**src/rtl/uart_bus_link_pkg.sv**
```systemverilog
// uart_bus_link_pkg: shared constants for the UART-to-bus bridge.
//   Command opcodes, response bytes and the bridge FSM state type.
package uart_bus_link_pkg;

  localparam logic [7:0] OP_WRITE = 8'h57;
  localparam logic [7:0] OP_READ  = 8'h52;
  localparam logic [7:0] RESP_ACK = 8'h06;
  localparam logic [7:0] RESP_NAK = 8'h15;

  typedef enum logic [3:0] {
    S_IDLE,
    S_HDR,
    S_AW,
    S_WDATA,
    S_WBEAT,
    S_AR,
    S_RBEAT,
    S_TXW,
    S_ACK
  } state_t;

endpackage

```
**src/rtl/uart_bus_link_phy.sv**
```systemverilog
// uart_bus_link_phy: bit-level UART receiver/transmitter with CLK_DIV divider.
//   clk, rst            : clock, synchronous active-high reset
//   rxd / txd           : serial lines, idle high
//   rx_valid/data/err   : one-cycle pulse per received byte (err = parity error)
//   tx_valid/data/ready : byte handshake, accepted when tx_valid && tx_ready
// Build option: define UART_PARITY_EN for 8E1 frames (default 8N1).
module uart_bus_link_phy #(
  parameter int unsigned CLK_DIV = 868
) (
  input  logic       clk,
  input  logic       rst,
  input  logic       rxd,
  output logic       txd,
  output logic       rx_valid,
  output logic [7:0] rx_data,
  output logic       rx_err,
  input  logic       tx_valid,
  input  logic [7:0] tx_data,
  output logic       tx_ready
);

`ifdef UART_PARITY_EN
  localparam int unsigned FRAME_BITS = 11;
`else
  localparam int unsigned FRAME_BITS = 10;
`endif
  localparam int unsigned STOP_IDX = FRAME_BITS - 1;
  localparam int unsigned CW       = $clog2(CLK_DIV);

  // ---------------- receiver ----------------
  logic          rx_s1, rx_s2, rx_prev;
  logic          rx_act;
  logic [CW-1:0] rx_cnt;
  logic [3:0]    rx_idx;
  logic [7:0]    rx_sr;
  logic          rx_valid_r;
  logic [7:0]    rx_data_r;
`ifdef UART_PARITY_EN
  logic          rx_pbit;
  logic          rx_err_r;
`endif

  always_ff @(posedge clk) begin
    if (rst) begin
      // prev resets low so a line already low after reset is not a start edge
      rx_s1      <= 1'b0;
      rx_s2      <= 1'b0;
      rx_prev    <= 1'b0;
      rx_act     <= 1'b0;
      rx_cnt     <= '0;
      rx_idx     <= '0;
      rx_sr      <= '0;
      rx_valid_r <= 1'b0;
      rx_data_r  <= '0;
`ifdef UART_PARITY_EN
      rx_pbit    <= 1'b0;
      rx_err_r   <= 1'b0;
`endif
    end else begin
      rx_s1      <= rxd;
      rx_s2      <= rx_s1;
      rx_prev    <= rx_s2;
      rx_valid_r <= 1'b0;
      if (!rx_act) begin
        if (rx_prev && !rx_s2) begin
          rx_act <= 1'b1;
          rx_cnt <= CW'(CLK_DIV / 2 - 1);
          rx_idx <= '0;
        end
      end else if (rx_cnt != '0) begin
        rx_cnt <= rx_cnt - 1'b1;
      end else begin
        rx_cnt <= CW'(CLK_DIV - 1);
        rx_idx <= rx_idx + 1'b1;
        if (rx_idx == 4'd0) begin
          if (rx_s2) rx_act <= 1'b0;  // start bit gone high: glitch
        end else if (rx_idx <= 4'd8) begin
          rx_sr <= {rx_s2, rx_sr[7:1]};
        end else if (rx_idx == 4'(STOP_IDX)) begin
          rx_act <= 1'b0;
          if (rx_s2) begin
            rx_valid_r <= 1'b1;
            rx_data_r  <= rx_sr;
`ifdef UART_PARITY_EN
            rx_err_r   <= (^rx_sr) ^ rx_pbit;
`endif
          end
        end
`ifdef UART_PARITY_EN
        else begin
          rx_pbit <= rx_s2;
        end
`endif
      end
    end
  end

  assign rx_valid = rx_valid_r;
  assign rx_data  = rx_data_r;
`ifdef UART_PARITY_EN
  assign rx_err   = rx_err_r;
`else
  assign rx_err   = 1'b0;
`endif

  // ---------------- transmitter ----------------
  logic                  tx_act;
  logic [FRAME_BITS-1:0] tx_sr;
  logic [CW-1:0]         tx_cnt;
  logic [3:0]            tx_idx;

  always_ff @(posedge clk) begin
    if (rst) begin
      tx_act <= 1'b0;
      tx_sr  <= '1;
      tx_cnt <= '0;
      tx_idx <= '0;
    end else if (!tx_act) begin
      if (tx_valid) begin
`ifdef UART_PARITY_EN
        tx_sr <= {1'b1, ^tx_data, tx_data, 1'b0};
`else
        tx_sr <= {1'b1, tx_data, 1'b0};
`endif
        tx_act <= 1'b1;
        tx_cnt <= CW'(CLK_DIV - 1);
        tx_idx <= '0;
      end
    end else if (tx_cnt != '0) begin
      tx_cnt <= tx_cnt - 1'b1;
    end else begin
      tx_cnt <= CW'(CLK_DIV - 1);
      tx_sr  <= {1'b1, tx_sr[FRAME_BITS-1:1]};
      if (tx_idx == 4'(FRAME_BITS - 1)) tx_act <= 1'b0;
      else                              tx_idx <= tx_idx + 1'b1;
    end
  end

  assign txd      = tx_act ? tx_sr[0] : 1'b1;
  assign tx_ready = !tx_act;

endmodule

```
**src/rtl/uart_bus_link.sv**
```systemverilog
// uart_bus_link: UART command interface bridging to a burst read/write bus.
//   Command: opcode (0x57 write / 0x52 read), NA address bytes MSB first,
//   length byte (beats-1). Write data follows as NB bytes per beat, MSB first.
//   Read data is returned on txd MSB first; ACK 0x06 ends a command,
//   NAK 0x15 reports bad opcode, inter-byte timeout or parity error.
//   Ports: clk, rst (sync, active high), en, rxd, txd, busy,
//          aw*/w* write channels, ar*/r* read channels.
// Build option: define UART_PARITY_EN for 8E1 framing.
module uart_bus_link
  import uart_bus_link_pkg::*;
#(
  parameter int unsigned CLK_DIV = 868,
  parameter int unsigned DATA_W  = 32,
  parameter int unsigned ADDR_W  = 28,
  parameter int unsigned LEN_W   = 4
) (
  input  logic              clk,
  input  logic              rst,
  input  logic              en,
  input  logic              rxd,
  output logic              txd,
  output logic              busy,
  output logic [ADDR_W-1:0] awaddr,
  output logic [LEN_W-1:0]  awlen,
  output logic              awvalid,
  input  logic              awready,
  output logic [DATA_W-1:0] wdata,
  output logic              wvalid,
  input  logic              wready,
  output logic              wlast,
  output logic [ADDR_W-1:0] araddr,
  output logic [LEN_W-1:0]  arlen,
  output logic              arvalid,
  input  logic              arready,
  input  logic [DATA_W-1:0] rdata,
  input  logic              rvalid,
  output logic              rready
);

  localparam int unsigned NB  = DATA_W / 8;
  localparam int unsigned NA  = (ADDR_W + 7) / 8;
  localparam int unsigned TMO = 16 * 10 * CLK_DIV;

  logic       rx_valid, rx_err, tx_valid, tx_ready;
  logic [7:0] rx_data, tx_data;

  uart_bus_link_phy #(.CLK_DIV(CLK_DIV)) u_phy (
    .clk      (clk),
    .rst      (rst),
    .rxd      (rxd),
    .txd      (txd),
    .rx_valid (rx_valid),
    .rx_data  (rx_data),
    .rx_err   (rx_err),
    .tx_valid (tx_valid),
    .tx_data  (tx_data),
    .tx_ready (tx_ready)
  );

  state_t            state, state_n;
  logic              wr_r, wr_n;
  logic [ADDR_W-1:0] addr_r, addr_n;
  logic [LEN_W-1:0]  len_r, len_n, beat_r, beat_n;
  logic [DATA_W-1:0] wdata_r, wdata_n, rbuf_r, rbuf_n;
  logic [7:0]        cnt_r, cnt_n, resp_r, resp_n;
  logic [31:0]       tmo_r, tmo_n;
  logic              take, timeout;

  assign take    = en && rx_valid;
  assign timeout = (tmo_r == 32'(TMO - 1));

  always_ff @(posedge clk) begin
    if (rst) begin
      state   <= S_IDLE;
      wr_r    <= 1'b0;
      addr_r  <= '0;
      len_r   <= '0;
      beat_r  <= '0;
      wdata_r <= '0;
      rbuf_r  <= '0;
      cnt_r   <= '0;
      resp_r  <= '0;
      tmo_r   <= '0;
    end else begin
      state   <= state_n;
      wr_r    <= wr_n;
      addr_r  <= addr_n;
      len_r   <= len_n;
      beat_r  <= beat_n;
      wdata_r <= wdata_n;
      rbuf_r  <= rbuf_n;
      cnt_r   <= cnt_n;
      resp_r  <= resp_n;
      tmo_r   <= tmo_n;
    end
  end

  always_comb begin
    state_n  = state;
    wr_n     = wr_r;
    addr_n   = addr_r;
    len_n    = len_r;
    beat_n   = beat_r;
    wdata_n  = wdata_r;
    rbuf_n   = rbuf_r;
    cnt_n    = cnt_r;
    resp_n   = resp_r;
    tmo_n    = '0;
    tx_valid = 1'b0;
    tx_data  = resp_r;

    // Idle-line timer only runs while waiting for command/data bytes.
    if ((state == S_HDR || state == S_WDATA) && !take) tmo_n = tmo_r + 32'd1;

    case (state)
      S_IDLE: begin
        if (take) begin
          cnt_n  = '0;
          beat_n = '0;
          if (!rx_err && (rx_data == OP_WRITE || rx_data == OP_READ)) begin
            wr_n    = (rx_data == OP_WRITE);
            state_n = S_HDR;
          end else begin
            resp_n  = RESP_NAK;
            state_n = S_ACK;
          end
        end
      end
      S_HDR: begin
        if (take) begin
          if (rx_err) begin
            resp_n  = RESP_NAK;
            state_n = S_ACK;
          end else if (cnt_r < 8'(NA)) begin
            addr_n = ADDR_W'({addr_r, rx_data});  // excess high bits fall off
            cnt_n  = cnt_r + 8'd1;
          end else begin
            len_n   = rx_data[LEN_W-1:0];
            cnt_n   = '0;
            state_n = wr_r ? S_AW : S_AR;
          end
        end else if (timeout) begin
          resp_n  = RESP_NAK;
          state_n = S_ACK;
        end
      end
      S_AW: begin
        // Data bytes are still collected while the address handshake stalls;
        // a corrupted byte here is dropped and the idle timer catches it later.
        if (take && !rx_err && cnt_r < 8'(NB)) begin
          wdata_n = DATA_W'({wdata_r, rx_data});
          cnt_n   = cnt_r + 8'd1;
        end
        if (awready) begin
          if (cnt_n == 8'(NB)) begin
            cnt_n   = '0;
            state_n = S_WBEAT;
          end else begin
            state_n = S_WDATA;
          end
        end
      end
      S_WDATA: begin
        if (take) begin
          if (rx_err) begin
            resp_n  = RESP_NAK;
            state_n = S_ACK;
          end else begin
            wdata_n = DATA_W'({wdata_r, rx_data});
            cnt_n   = cnt_r + 8'd1;
            if (cnt_n == 8'(NB)) begin
              cnt_n   = '0;
              state_n = S_WBEAT;
            end
          end
        end else if (timeout) begin
          resp_n  = RESP_NAK;
          state_n = S_ACK;
        end
      end
      S_WBEAT: begin
        if (wready) begin
          if (beat_r == len_r) begin
            resp_n  = RESP_ACK;
            state_n = S_ACK;
          end else begin
            beat_n  = beat_r + 1'b1;
            state_n = S_WDATA;
          end
        end
      end
      S_AR: begin
        if (arready) begin
          beat_n  = '0;
          state_n = S_RBEAT;
        end
      end
      S_RBEAT: begin
        if (rvalid) begin
          rbuf_n  = rdata;
          cnt_n   = '0;
          state_n = S_TXW;
        end
      end
      S_TXW: begin
        tx_valid = 1'b1;
        tx_data  = rbuf_r[DATA_W-1 -: 8];
        if (tx_ready) begin
          rbuf_n = rbuf_r << 8;
          cnt_n  = cnt_r + 8'd1;
          if (cnt_r == 8'(NB - 1)) begin
            cnt_n = '0;
            if (beat_r == len_r) begin
              resp_n  = RESP_ACK;
              state_n = S_ACK;
            end else begin
              beat_n  = beat_r + 1'b1;
              state_n = S_RBEAT;
            end
          end
        end
      end
      S_ACK: begin
        tx_valid = 1'b1;
        tx_data  = resp_r;
        if (tx_ready) state_n = S_IDLE;
      end
      default: state_n = S_IDLE;
    endcase
  end

  assign busy    = (state != S_IDLE);
  assign awaddr  = addr_r;
  assign awlen   = len_r;
  assign awvalid = (state == S_AW);
  assign wdata   = wdata_r;
  assign wvalid  = (state == S_WBEAT);
  assign wlast   = wvalid && (beat_r == len_r);
  assign araddr  = addr_r;
  assign arlen   = len_r;
  assign arvalid = (state == S_AR);
  assign rready  = (state == S_RBEAT);

endmodule
```
**config.mk**
```make
export PLATFORM = sky130hd
export DESIGN_NAME = uart_bus_link
export DESIGN_NICKNAME = d
export VERILOG_FILES = /design/src/rtl/uart_bus_link_pkg.sv /design/src/rtl/uart_bus_link_phy.sv /design/src/rtl/uart_bus_link.sv
export SDC_FILE = /design/constraint.sdc
export NUM_CORES = 1
export LEC_CHECK = 0
export ABC_CLOCK_PERIOD_IN_PS = 3000
export BUFFER_PORTS_ARGS = -buffer_cell sky130_fd_sc_hd__buf_4
export CORE_MARGIN = 5
export CORE_UTILIZATION = 40
export DETAILED_ROUTE_END_ITERATION = 12
export GPL_TIMING_DRIVEN = 0
export RECOVER_POWER = 100
export SYNTH_ARGS = -nofsm -noshare
export SYNTH_HDL_FRONTEND = slang
export SYNTH_SLANG_ARGS = --single-unit
```
**constraint.sdc**
```tcl
create_clock -name clk -period 3 [get_ports clk]
set_input_delay 0.15 -clock clk [delete_from_list [all_inputs] [get_ports clk]]
set_output_delay 0.15 -clock clk [all_outputs]
set_load 0.005 [all_outputs]
```
## Yosys cells after proc, flatten, opt, wreduce, memory -nomap -nowiden

Cells that the tools add are included.

| word-level totals | value |
|---|---|
| logic and storage cells | 199 |
| bits of input ports | 40 |
| output and inout port bits | 103 |
| flip-flop bits (word level) | 213 |

| operators by class | value |
|---|---|
| equality and inequality tests | 36 |
| bitwise logic cells | 7 |
| reduce and logical (&&, ||, !) cells | 39 |
| add/sub/neg operators | 7 |
| muxes and demuxes | 85 |
| magnitude comparators | 2 |

Operators with widths:

| cell | count |
|---|---|
| $mux W8 | 21 |
| $mux W32 | 4 |
| $pmux W32 S2 | 2 |
| $mux W4 | 29 |
| $mux W10 | 9 |
| $pmux W8 S6 | 1 |
| $pmux W4 S9 | 1 |
| $add A32 B1 Y32 const B | 1 |
| $eq A32 B18 Y1 const B | 1 |
| $pmux W8 S4 | 1 |
| $ne A2 B2 Y1 const B | 12 |
| $reduce_bool A10 Y1 | 2 |
| $sub A10 B1 Y10 const B | 2 |
| $reduce_and A3 Y1 | 6 |
| $reduce_and A6 Y1 | 3 |
| $eq A4 B3 Y1 const B | 4 |
| $eq A8 B3 Y1 const B | 2 |
| $eq A8 B7 Y1 const B | 2 |
| $pmux W4 S4 | 1 |
| $mux W1 | 14 |
| $add A4 B1 Y4 const B | 3 |
| $eq A4 B4 Y1 const B | 3 |
| $reduce_bool A4 Y1 | 3 |
| $ne A2 B1 Y1 const B | 5 |
| 23 further kinds | 44 |

## Logic depth before layout (Yosys ltp)

Gate-level depths: netlist of run 1.

| depth | value |
|---|---|
| depth in word-level cells | 8 |
| gate-level depth with buffers | 10 |
| mapped depth without buffers | 8 |

## Hierarchy

Synthesis of run 1 repeated with hierarchy kept, for this count alone.

| second synthesis, totals | value |
|---|---|
| cells, all modules | 1190 |
| area, all modules | 9716.8 µm² |

By module, submodules not included:

| module | seq. area each (µm²) | cells an instance | instances | area an instance (µm²) |
|---|---|---|---|---|
| uart_bus_link | 2962.8 | 882 | 1 | 6949.2 |
| uart_bus_link_phy | 1181.1 | 308 | 1 | 2767.7 |

## Worst setup path before layout of run 1

Ideal clock, no wire load.

| path | value |
|---|---|
| kind | reg-to-reg |
| from | reg u_phy.rx_cnt[0] |
| to | reg u_phy.rx_data_r[0] (netlist: u_phy.rx_data[0]) |
| data required time | 2872 ps |
| stages on the path, launching flop included | 11 |
| path buffers | 2 |
| clock period less this slack | 2402 ps |
| data arrival time | 2275 ps |
| setup slack | 598 ps |
| setup time | 128 ps |
| path through | dfxtp_1 inv_1 ha_1 or3b_1 or4_1 buf_2 nor4_2 nor3b_1 buf_4 mux2i_1 nor2_1 |

| between the ends | value |
|---|---|
| longest elaborated chain between the ends | 3 |

Ends and longest elaborated chain:

| element | RTL line | source |
|---|---|---|
| start, declared | uart_bus_link_phy.sv:33 | `logic [CW-1:0] rx_cnt;` |
| start signal, assigned | uart_bus_link_phy.sv:67 | `rx_cnt <= CW'(CLK_DIV / 2 - 1);` |
| start signal, assigned | uart_bus_link_phy.sv:71 | `rx_cnt <= rx_cnt - 1'b1;` |
| start signal, assigned | uart_bus_link_phy.sv:73 | `rx_cnt <= CW'(CLK_DIV - 1);` |
| $reduce_bool A10 Y1 | uart_bus_link_phy.sv:70 | `end else if (rx_cnt != '0) begin` |
| $not A1 Y1 (no line) | n/a |  |
| $reduce_and A6 Y1 (no line) | n/a |  |
| end signal, assigned | uart_bus_link_phy.sv:83 | `rx_data_r <= rx_sr;` |
| end, declared | uart_bus_link_phy.sv:37 | `logic [7:0] rx_data_r;` |

No other way between the ends.
A chain may end at the register's enable or synchronous reset.

## Final worst setup path of run 1

| path | value |
|---|---|
| from | reg cnt_r[3] |
| to | reg wdata_r[27] (netlist: wdata[27]) |

| between the ends | value |
|---|---|
| longest elaborated chain between the ends | 4 |

Ends and longest elaborated chain:

| element | RTL line | source |
|---|---|---|
| start, declared | uart_bus_link.sv:65 | `logic [7:0] cnt_r, cnt_n, resp_r, resp_n;` |
| start signal, assigned | uart_bus_link.sv:92 | `cnt_r <= cnt_n;` |
| $lt A8 B3 Y1 | uart_bus_link.sv:150 | `if (take && !rx_err && cnt_r < 8'(NB)) begin` |
| $logic_and A1 B1 Y1 | uart_bus_link.sv:150 |  |
| $ne A2 B1 Y1 (no line) | n/a |  |
| $reduce_and A3 Y1 (no line) | n/a |  |
| end signal, assigned | uart_bus_link.sv:90 | `wdata_r <= wdata_n;` |
| end, declared | uart_bus_link.sv:64 | `logic [DATA_W-1:0] wdata_r, wdata_n, rbuf_r, rbuf_n;` |

No other way between the ends.

==> results of run 1 <==
[flip-flops by register name (all words and copies together), names as in the netlist, 8 cells and up]
name / cells
cnt_r: 8
u_phy.rx_data: 8
u_phy.rx_sr: 8
u_phy.tx_sr: 9
u_phy.rx_cnt: 10
araddr: 28
rbuf_r: 32
u_phy.tx_cnt: 10
tmo_r: 32
wdata: 32
[per-layer routing]
| layer | track usage | up-vias | share of wire |
|---|---|---|---|
| met5 | 0 | - | 0 |
| met4 | 0.0491 | 0 | 0.021 |
| met3 | 0.0320 | 39 | 0.061 |
| met2 | 0.317 | 218 | 0.45 |
| met1 | 0.259 | 4121 | 0.47 |
| li1 | - | 4526 | - |
[power groups by stage]
stage               Combinational, mW  Sequential (mW)  Clock, mW
global placement                0.190             2.83          0
finish                          0.224             2.77       2.79
global route                    0.246             2.77       2.99
floorplan                       0.103             2.83          0
detailed placement              0.190             2.83          0
CTS                             0.225             2.77       2.87
[cell type report]
| type | instances | area [um^2] | share of cell area |
|---|---|---|---|
| Clock inverter | 5 | 75.1 | 0.00620 |
| Multi-Input combinational cell | 861 | 4830 | 0.399 |
| Inverter | 23 | 86.3 | 0.00713 |
| Tap cell | 319 | 399 | 0.0330 |
| Clock buffer | 33 | 673 | 0.0556 |
| Sequential cell | 207 | 4140 | 0.342 |
| Timing Repair Buffer | 175 | 1340 | 0.111 |
| Buffer | 105 | 556 | 0.0459 |
[stage by stage]
stage | utilization | total power [mW]
finish | 0.513 | 5.79
global route | 0.513 | 6.00
detailed placement | 0.470 | 3.02
global placement | 0.470 | 3.02
floorplan | - | 2.93
CTS | 0.516 | 5.86
[timing repair]
item	4_1_cts	5_1_grt
hold endpoints to repair	33	0
hold buffers	33	0
gates resized for setup	0	1
setup endpoints to repair	0	27
[cells in the final DEF (no fill, tap or decap), drive strengths merged, types with 16 or more instances in the layout]
master,instances
buf,85
dfxtp,207
nor3,21
a211oi,16
o21ai,36
a311oi,31
mux2i,23
a21oi,117
nor2,139
xnor2,16
xor2,19
nand2,233
nand3,38
dlygate4sd3,33
clkbuf,195
inv,22
[cells by family after synthesis]
kind of cell               count (synthesis)
DFF                                      207
and+or+nand+nor                          549
xor gates and xnor gates                  35
adders and majority gates                 10
muxes                                     24
AOI/OAI and AO/OA                        243
buffers and inverters                    128
[critical path: cells and delay by family (launching register included)]
family,cells,cell delay (ns)
and+or+nand+nor,3,0.93
buffers and inverters,3,0.60
DFF,1,0.37
AOI/OAI and AO/OA,2,0.89
[worst min-delay path by stage]
stage          startpoint                     end  cells after the start
6_report          awready   cnt_r[2]$_SDFFE_PP0P_                      4
5_1_grt               rst   cnt_r[6]$_SDFFE_PP0P_                      3
4_1_cts               rst   cnt_r[7]$_SDFFE_PP0P_                      4
3_5_place_dp          rxd  u_phy.rx_s1$_SDFF_PP0_                      2
3_3_place_gp          rxd  u_phy.rx_s1$_SDFF_PP0_                      2
2_1_floorplan         rxd  u_phy.rx_s1$_SDFF_PP0_                      1
==> key figures, run 1 <==
Yosys
  – Syn nets: 1246
  – Synth Area in Compound Gates: 0.167
  – Post-Synth Adder-Cell Area: 0.0130
  – Area leader, netlist: dfxtp_1
  – Post-Syn Instances: about 1.2k
  – Synth top cells by count: 213 x nand2_1, 207 x dfxtp_1, 139 x nor2_1, 97 x a21oi_1, 56 x clkbuf_1
  – Synth Area per Inst: about 8.1 um^2
  – Ys Warns: 0
  – Synth top area share: 0.430
  – Top area cells in the synthesized netlist: dfxtp_1 43%, nand2_1 8.3%, nor2_1 5.4%, a21oi_1 5.0%, a311oi_1 2.8%
  – Fraction of registers with async set/reset: 0
  – Simple-Gate Fraction of Synth Area: 0.266
  – Ys flop type: dfxtp_1
  – Cell variety after synth: slightly below 70
  – Sequential element share of the synthesized area: 0.430
  – Cell area after synthesis: approximately 9600 um^2
  – Most common cell in the synthesized netlist: nand2_1
  – Seq cells post-synth: between 200 and 250
  – EDFF count, synth: 0
  – Fraction of synthesized area in multiplexers: 0.0251
  – Largest family of logic cells by synthesized area: simple AND/OR/NAND/NOR gates
  – Post-Synth XOR/XNOR Area: 0.0318

Status
  – Status: finished clean

Critical path
  – Critical Path Source: cnt_r[3]$_SDFFE_PP0P_
  – Worst setup SP type: flip-flop
  – Worst R2R End: wdata[27]$_SDFFE_PP0P_
  – CP arrival: approximately 3.3 ns
  – CP endpoint kind: flip-flop
  – R2R Setup Slk: about 0.14 ns
  – Crit-path max cell delay: 0.78 ns
  – CP most frequent cell: buf_6
  – Crit path to: wdata[27]$_SDFFE_PP0P_
  – Critical Path Slowest Stage Cell: a211oi_1
  – Kind of critical path: reg2reg
  – Reg2Reg Depth: 8
  – Worst EP required: ~3.4 ns
  – Reg2Reg Launch Point: cnt_r[3]$_SDFFE_PP0P_
  – Max FO, Critical Path: 10
  – CP cell instances: or4_1 -> clkbuf_1 -> or3_1 -> buf_6 -> a211oi_1 -> buf_6 -> nand2_2 -> a21oi_2

Drt
  – Residual DRC: 0
  – Routed WL: around 27000 um
  – Routed Antenna Nets: 0
  – Vias per Instance: 5.15
  – DR vias: about 9k
  – DRT iter0 DRCs: 449
  – Post-DR wirelength/cell: approximately 15 um
  – First drt pass iteration count: 4

Power
  – Switching Power: 1.22 mW
  – Switching share of power: 0.210
  – P per Cell Area: between 400 and 500 nW/um^2
  – Internal power: between 4 and 5 mW
  – IR drop worst, VDD: between 0.0003 and 0.0004 V
  – Comb pwr share: 0.039
  – Clock network power share: 0.483
  – Seq pwr share: 0.478
  – Leakage: 4.51 nW

Global routing
  – Initial antenna violation count: 0
  – Largest net degree at the start of global routing: 13
  – Grt ovf: 0
  – Vias in the first global route: 8402
  – GRT Total Usage: 0.191
  – First-pass GRT wire length: 42600 um

Clocking
  – Num Clock Sinks: 207
  – CTS tree: yes
  – Post-CTS Setup Bufs: 0
  – Worst skew pair latency: 0.50 ns
  – Clk Tree Root Cell: clkbuf_16
  – Worst-path clk slew: 0.06 ns
  – Clock Tree Buf Depth: 3
  – CTS buffer count: 23
  – H-tree lvl count: 1

Timing
  – Clock skew: around 0.015 ns
  – Clock period minus worst slack: between 2 and 3 ns
  – Fin crit share: 0.954
  – Final Setup Violations: 0
  – Post-route setup slack: approximately 0.14 ns
  – Max Slew Vio Count: 0
  – Worst Tran Pin Value: between 0.9 and 1 ns
  – Final hold viol count: 0
  – Unrepaired setup endpoints after global routing: true
  – Fin Hold WS: around 0.11 ns
  – Slew margin rel.: 0.384
  – Total Neg Setup Slack: 0 ns
  – Max Freq: roughly 350 MHz

Worst hold path
  – Hold WC Path Type: in2reg

Cells and area
  – Finished Layout Cells: 1728
  – Design Area, Final: between 10000 and 15000 um^2
  – Share of cells above drive strength 1: 0.182
  – Diode count: 0
  – Synthesis-to-finish area growth: 25.6%
  – Nets: around 1.4k
  – Filler Cell Count: between 2k and 2.5k

Placed design
  – Port Buffers: 142
  – Cell Area, Placed: 11100 um^2
  – GP Congestion: 0.929
  – DP Worst Slack: 0.206 ns
  – # placed instances: roughly 1.7k
  – Final HPWL DP: 19500 um

Die
  – IO Count: around 140
  – Row Count: 56
  – Die Wd: 165 um
  – Die area: around 27000 um^2
  – Starting Density: 0.408
  – Core area: about 24000 um^2
  – Die height: 165 um

Flow run
  – Total of max-cap violations: 0
Note: power is estimated with default switching activity, not from simulation.
==> run 2: changes to the inputs <==
--- a/config.mk
+++ b/config.mk
@@ -5,9 +5,8 @@
 export SDC_FILE = /design/constraint.sdc
 export NUM_CORES = 1
 export LEC_CHECK = 0
-export ABC_CLOCK_PERIOD_IN_PS = 3000
+export ABC_CLOCK_PERIOD_IN_PS = 3150
 export BUFFER_PORTS_ARGS = -buffer_cell sky130_fd_sc_hd__buf_4
-export CORE_MARGIN = 5
 export CORE_UTILIZATION = 40
 export DETAILED_ROUTE_END_ITERATION = 12
 export GPL_TIMING_DRIVEN = 0
==> constraint.sdc (replaced) <==
create_clock -name clk -period 3.15 [get_ports clk]
set_input_delay 0.1575 -clock clk [delete_from_list [all_inputs] [get_ports clk]]
set_output_delay 0.1575 -clock clk [all_outputs]
set_load 0.005 [all_outputs]
==> key figures, run 2 (synthesis gave the netlist of run 1 again) <==
Placed design
  – Port Buffers: 142 (unchanged)
  – GP Congestion: 0.935 (was 0.929)
  – Final HPWL DP: 18900 um (was 19500 um)
  – DP Worst Slack: 0.364 ns (was 0.206 ns)
  – # placed instances: 1657 (unchanged)

Timing
  – Max Freq: 343 MHz (was 349 MHz)
  – Clock period minus worst slack: 2.92 ns (was 2.86 ns)
  – Final hold viol count: 0 (unchanged)
  – Final Setup Violations: 0 (unchanged)
  – Clock skew: 0.0121 ns (was 0.0153 ns)
  – Worst Tran Pin Value: 1.08 ns (was 0.918 ns)
  – Max Slew Vio Count: 0 (unchanged)
  – Unrepaired setup endpoints after global routing: false (was true)
  – Total Neg Setup Slack: 0 ns (unchanged)
  – Slew margin rel.: 0.268 (was 0.384)
  – Fin crit share: 0.926 (was 0.954)
  – Post-route setup slack: 0.235 ns (was 0.137 ns)

Cells and area
  – Nets: 1447 (was 1446)
  – FF+latch area: 4140 um^2 (unchanged)
  – Share of cells above drive strength 1: 0.174 (was 0.182)
  – Finished Layout Cells: 1734 (was 1728)
  – Multi-input logic area: 4780 um^2 (was 4830 um^2)
  – Filler Cell Count: 2375 (was 2367)
  – Most frequent cells in the layout: 221 x nand2_1, 207 x dfxtp_1, 139 x nor2_1 (was 213 x nand2_1, 207 x dfxtp_1, 139 x nor2_1)
  – Synthesis-to-finish area growth: 25.9% (was 25.6%)
  – Diode count: 0 (unchanged)
  – Commonest non-fill, non-tap cell in the layout: nand2_1 (unchanged)

Power
  – P per Cell Area: 472 nW/um^2 (was 478 nW/um^2)
  – Leakage: 4.54 nW (was 4.51 nW)
  – IR drop worst, VDD: 0.000371 V (was 0.000327 V)

Clocking
  – Num Clock Sinks: 207 (unchanged)
  – CTS tree: yes (unchanged)
  – Worst-path clk slew: 0.06 ns (about the same)
  – H-tree lvl count: 1 (unchanged)
  – CTS resizes: 0 (unchanged)
  – CTS buffer count: 24 (was 23)
  – Hold-fix buffers, CTS: 33 (unchanged)
  – Worst skew pair latency: 0.51 ns (was 0.50 ns)
  – Post-CTS Setup Bufs: 0 (unchanged)
  – Clock Tree Buf Depth: 3 (unchanged)
  – Clk Tree Root Cell: clkbuf_16 (unchanged)

Critical path
  – CP endpoint kind: flip-flop (unchanged)
  – Worst R2R End: wdata[12]$_SDFFE_PP0P_ (was wdata[27]$_SDFFE_PP0P_)
  – CP arrival: 3.35 ns (was 3.28 ns)
  – Worst EP required: 3.59 ns (was 3.42 ns)
  – Critical Path Source: cnt_r[3]$_SDFFE_PP0P_ (unchanged)
  – R2R Setup Slk: 0.23 ns (was 0.14 ns)
  – Max FO, Critical Path: 10 (unchanged)
  – Worst setup SP type: flip-flop (unchanged)
  – Kind of critical path: reg2reg (unchanged)
  – Reg2Reg Depth: 8 (unchanged)
  – Crit path to: wdata[12]$_SDFFE_PP0P_ (was wdata[27]$_SDFFE_PP0P_)
  – Reg2Reg Launch Point: cnt_r[3]$_SDFFE_PP0P_ (unchanged)

Global routing
  – Grt ovf: 0 (unchanged)
  – Largest net degree at the start of global routing: 14 (was 13)
  – GRT Total Usage: 0.213 (was 0.191)
  – Initial antenna violation count: 0 (unchanged)
  – First-pass GRT wire length: 42500 um (was 42600 um)
  – Vias in the first global route: 8207 (was 8402)

Flow run
  – Total of max-cap violations: 0 (unchanged)

Worst hold path
  – Hold WC Path Type: in2reg (unchanged)

Drt
  – Vias per Instance: 5.21 (was 5.15)
  – DR vias: 9031 (was 8904)
  – Post-DR wirelength/cell: 15.2 um (was 15.5 um)
  – DRT iter0 DRCs: 533 (was 449)
  – Residual DRC: 0 (unchanged)
  – Routed WL: 26400 um (was 26700 um)
  – Routed Antenna Nets: 0 (unchanged)
  – First drt pass iteration count: 5 (was 4)

Die
  – Die Wd: 157 um (was 165 um)
  – Die area: 24700 um^2 (was 27300 um^2)
  – Row Count: 56 (unchanged)
  – Die height: 157 um (was 165 um)
  – Core area: 23500 um^2 (was 23600 um^2)
  – Starting Density: 0.409 (was 0.408)
  – IO Count: 143 (unchanged)

Status
  – Status: finished clean (unchanged)
==> run 2: cell types whose count changed in the layout (fill, tap and decap cells not counted), sizes merged <==
cell / delta
clkbuf: +9
buf: -6
inv: +2
clkinvlp: +1
==> run 2: cell type report <==
class / instances / area share
Timing Repair Buffer: 175 / 0.111
Clock buffer: 36 / 0.0608
Buffer: 105 / 0.0445
Sequential cell: 207 / 0.342
Tap cell: 319 / 0.0329
Multi-Input combinational cell: 861 / 0.394
Inverter: 23 / 0.00712
Clock inverter: 8 / 0.00825
==> run 2: routing by layer <==
layer	GRT usage	vias up	wire length, um
met5	0	-	0
li1	-	4535	-
met3	0.0317	32	1480
met4	0.0481	0	375
met1	0.289	4226	12500
met2	0.357	238	12000
==> run 2: worst max-delay path: stages, from the launching register on <==
cell,delay [ns]
dfxtp_1,0.37
or4_1,0.52
clkbuf_1,0.19
or3_1,0.35
buf_6,0.15
a211oi_1,0.65
clkbuf_2,0.39
nand2_1,0.11
a21oi_2,0.12
==> run 2: power breakdown <==
part,internal [mW],switching [mW]
Combinational,0.0929,0.119
Sequential,2.63,0.00849
Clock,1.78,1.09
Total,4.50,1.22
==> run 2: per-stage QoR <==
step	hold WS [ns]	total power, mW	cell area [um^2]	util
after global placement	0.367	2.87	11100	0.472
after global routing	0.132	5.90	12100	0.515
after CTS	0.0673	5.79	12300	0.521
final	0.107	5.72	12100	0.515
after detailed placement	0.380	2.87	11100	0.472
after floorplan	0.286	2.79	9640	-
==> run 2: worst min path at each step <==
| stage | start | endpoint | cells past startpoint |
|---|---|---|---|
| 2_1_floorplan | rxd | u_phy.rx_s1$_SDFF_PP0_ | 1 |
| 3_3_place_gp | rxd | u_phy.rx_s1$_SDFF_PP0_ | 2 |
| 3_5_place_dp | rxd | u_phy.rx_s1$_SDFF_PP0_ | 2 |
| 4_1_cts | rst | cnt_r[7]$_SDFFE_PP0P_ | 4 |
| 5_1_grt | rst | cnt_r[7]$_SDFFE_PP0P_ | 4 |
| 6_report | rst | cnt_r[7]$_SDFFE_PP0P_ | 4 |
==> run 3: changes to the inputs <==
--- a/config.mk
+++ b/config.mk
@@ -7,9 +7,11 @@
 export LEC_CHECK = 0
 export ABC_CLOCK_PERIOD_IN_PS = 3150
 export BUFFER_PORTS_ARGS = -buffer_cell sky130_fd_sc_hd__buf_4
+export CORE_MARGIN = 5
 export CORE_UTILIZATION = 40
 export DETAILED_ROUTE_END_ITERATION = 12
 export GPL_TIMING_DRIVEN = 0
+export PLACE_DENSITY = 0.68
 export RECOVER_POWER = 100
 export SYNTH_ARGS = -nofsm -noshare
 export SYNTH_HDL_FRONTEND = slang
==> key figures, run 3 (synthesis gave the netlist of run 1 again) <==
Status
  – Status: finished clean (unchanged)

Timing
  – Clock period minus worst slack: 2.91 ns (was 2.92 ns)
  – Max Freq: 344 MHz (was 343 MHz)
  – Clock skew: 0.0189 ns (was 0.0121 ns)
  – Fin crit share: 0.924 (was 0.926)
  – Max Slew Vio Count: 0 (unchanged)
  – Worst Tran Pin Value: 1.14 ns (was 1.08 ns)
  – Final hold viol count: 0 (unchanged)
  – Post-route setup slack: 0.240 ns (was 0.235 ns)
  – Slew margin rel.: 0.229 (was 0.268)
  – Total Neg Setup Slack: 0 ns (unchanged)
  – Final Setup Violations: 0 (unchanged)
  – Unrepaired setup endpoints after global routing: false (unchanged)

Critical path
  – Reg2Reg Launch Point: cnt_r[3]$_SDFFE_PP0P_ (unchanged)
  – Max FO, Critical Path: 10 (unchanged)
  – Kind of critical path: reg2reg (unchanged)
  – R2R Setup Slk: 0.24 ns (was 0.23 ns)
  – CP endpoint kind: flip-flop (unchanged)
  – CP cell instances: or4_1 -> clkbuf_1 -> or3_1 -> buf_6 -> a211oi_1 -> clkbuf_2 -> nand2_1 -> a21oi_1 (was or4_1 -> clkbuf_1 -> or3_1 -> buf_6 -> a211oi_1 -> clkbuf_2 -> nand2_1 -> a21oi_2)
  – Top delay family on crit path: simple AND/OR/NAND/NOR gates (unchanged)
  – Critical Path Slowest Stage Cell: a211oi_1 (unchanged)
  – Critical path depth: 8 (unchanged)
  – Worst path buffer plus inverter count: 3 (unchanged)
  – Worst setup SP type: flip-flop (unchanged)
  – Worst EP required: 3.58 ns (was 3.59 ns)
  – CP arrival: 3.34 ns (was 3.35 ns)
  – Reg2Reg Depth: 8 (unchanged)
  – Worst R2R End: wdata[8]$_SDFFE_PP0P_ (was wdata[12]$_SDFFE_PP0P_)
  – Crit-path max cell delay: 0.69 ns (was 0.65 ns)

Power
  – IR drop worst, VDD: 0.000299 V (was 0.000371 V)
  – Leakage: 4.51 nW (was 4.54 nW)
  – Power Total: 5.57 mW (was 5.72 mW)
  – P per Cell Area: 461 nW/um^2 (was 472 nW/um^2)

Worst hold path
  – Worst hold stages: 3 (was 4)
  – Hold WC Path Type: in2reg (unchanged)
  – HP Start: rst (unchanged)
  – Hold EP: cnt_r[6]$_SDFFE_PP0P_ (was cnt_r[7]$_SDFFE_PP0P_)

Global routing
  – Initial antenna violation count: 0 (unchanged)
  – Largest net degree at the start of global routing: 14 (unchanged)
  – GRT Total Usage: 0.190 (was 0.213)
  – First-pass GRT wire length: 42900 um (was 42500 um)
  – Vias in the first global route: 8563 (was 8207)
  – Grt ovf: 0 (unchanged)

Clocking
  – H-tree lvl count: 1 (unchanged)
  – CTS tree: yes (unchanged)
  – Worst skew pair latency: 0.51 ns (about the same)
  – Hold-fix buffers, CTS: 33 (unchanged)
  – CTS buffer count: 23 (was 24)
  – CTS resizes: 0 (unchanged)
  – Worst-path clk slew: 0.06 ns (about the same)
  – Clk Tree Root Cell: clkbuf_16 (unchanged)
  – Post-CTS Setup Bufs: 0 (unchanged)
  – Clock Tree Buf Depth: 3 (unchanged)
  – Num Clock Sinks: 207 (unchanged)

Cells and area
  – Diode count: 0 (unchanged)
  – Share of cells above drive strength 1: 0.171 (was 0.174)
  – Commonest non-fill, non-tap cell in the layout: nand2_1 (unchanged)
  – Most frequent cells in the layout: 220 x nand2_1, 207 x dfxtp_1, 139 x nor2_1 (was 221 x nand2_1, 207 x dfxtp_1, 139 x nor2_1)
  – Nets: 1446 (was 1447)
  – Synthesis-to-finish area growth: 25.3% (was 25.9%)
  – Design Area, Final: 12100 um^2 (about the same)

Placed design
  – DP Worst Slack: 0.449 ns (was 0.364 ns)
  – Port Buffers: 142 (unchanged)
  – Cell Area, Placed: 11100 um^2 (unchanged)
  – GP Congestion: 0.925 (was 0.935)
  – Final HPWL DP: 19100 um (was 18900 um)

Die
  – Die height: 165 um (was 157 um)
  – Die Wd: 165 um (was 157 um)
  – IO Count: 143 (unchanged)
  – Starting Density: 0.408 (was 0.409)
  – Die area: 27300 um^2 (was 24700 um^2)
  – Row Count: 56 (unchanged)
  – Core area: 23600 um^2 (was 23500 um^2)

Drt
  – First drt pass iteration count: 5 (unchanged)
  – Post-DR wirelength/cell: 15.4 um (was 15.2 um)
  – DRT iter0 DRCs: 661 (was 533)
  – DR vias: 9181 (was 9031)
  – Vias per Instance: 5.30 (was 5.21)
  – Residual DRC: 0 (unchanged)
  – Routed Antenna Nets: 0 (unchanged)
  – Routed WL: 26600 um (was 26400 um)

Flow run
  – Total of max-cap violations: 0 (unchanged)
==> run 3: cell types whose count changed in the layout (fill, tap and decap cells not counted), moves of 2 or more <==
| cell | delta |
|---|---|
| clkbuf_4 | -2 |
| clkbuf_2 | -2 |
| buf_4 | +2 |
| clkinv_2 | -2 |
| clkbuf_16 | -2 |
| clkbuf_1 | +2 |
==> run 3: tightest hold or removal path: cells and delay by family <==
family,cells,cell delay (ns)
AOI/OAI and AO/OA,1,0.17
buffers and inverters,2,0.24
==> run 3: cell type report <==
| cell class | count | area, um^2 |
|---|---|---|
| Fill cell | 2306 | 11500 |
| Multi-Input combinational cell | 861 | 4770 |
| Sequential cell | 207 | 4140 |
| Timing Repair Buffer | 175 | 1340 |
| Clock buffer | 36 | 684 |
| Buffer | 105 | 549 |
| Tap cell | 319 | 399 |
| Clock inverter | 6 | 90.1 |
| Inverter | 23 | 86.3 |
==> run 3: metal layers <==
| metal | share of wire | global-route usage | up-vias |
|---|---|---|---|
| li1 | - | - | 4533 |
| met1 | 0.44 | 0.258 | 4265 |
| met2 | 0.46 | 0.319 | 338 |
| met3 | 0.085 | 0.0276 | 45 |
| met4 | 0.019 | 0.0476 | 0 |
| met5 | 0 | 0 | - |
==> run 3: power breakdown <==
group / switching (mW) / internal (mW)
Clock: 1.06 / 1.66
Sequential: 0.00819 / 2.63
Combinational: 0.119 / 0.0930
Total: 1.19 / 4.38
==> run 3: worst max-delay path by stage <==
stage / from / end / slack, ns
floorplan: u_phy.rx_cnt[0]$_SDFFE_PP0P_ / u_phy.rx_data[0]$_SDFFE_PP0P_ / 0.75
global placement: state[0]$_SDFFE_PP0P_ / araddr[20]$_SDFFE_PP0P_ / 0.45
detailed placement: u_phy.rx_cnt[0]$_SDFFE_PP0P_ / u_phy.rx_data[4]$_SDFFE_PP0P_ / 0.45
CTS: u_phy.rx_cnt[0]$_SDFFE_PP0P_ / u_phy.rx_data[0]$_SDFFE_PP0P_ / 0.42
global route: cnt_r[3]$_SDFFE_PP0P_ / wdata[5]$_SDFFE_PP0P_ / 0.04
finish: cnt_r[3]$_SDFFE_PP0P_ / wdata[8]$_SDFFE_PP0P_ / 0.24
==> run 3: metrics by stage <==
step            util  hold WS [ns]  cells
5_1_grt        0.511         0.107   1732
6_report       0.511         0.106   1732
3_3_place_gp   0.470         0.379   1657
2_1_floorplan      -         0.286   1196
3_5_place_dp   0.470         0.382   1657
4_1_cts        0.517        0.0686   1732
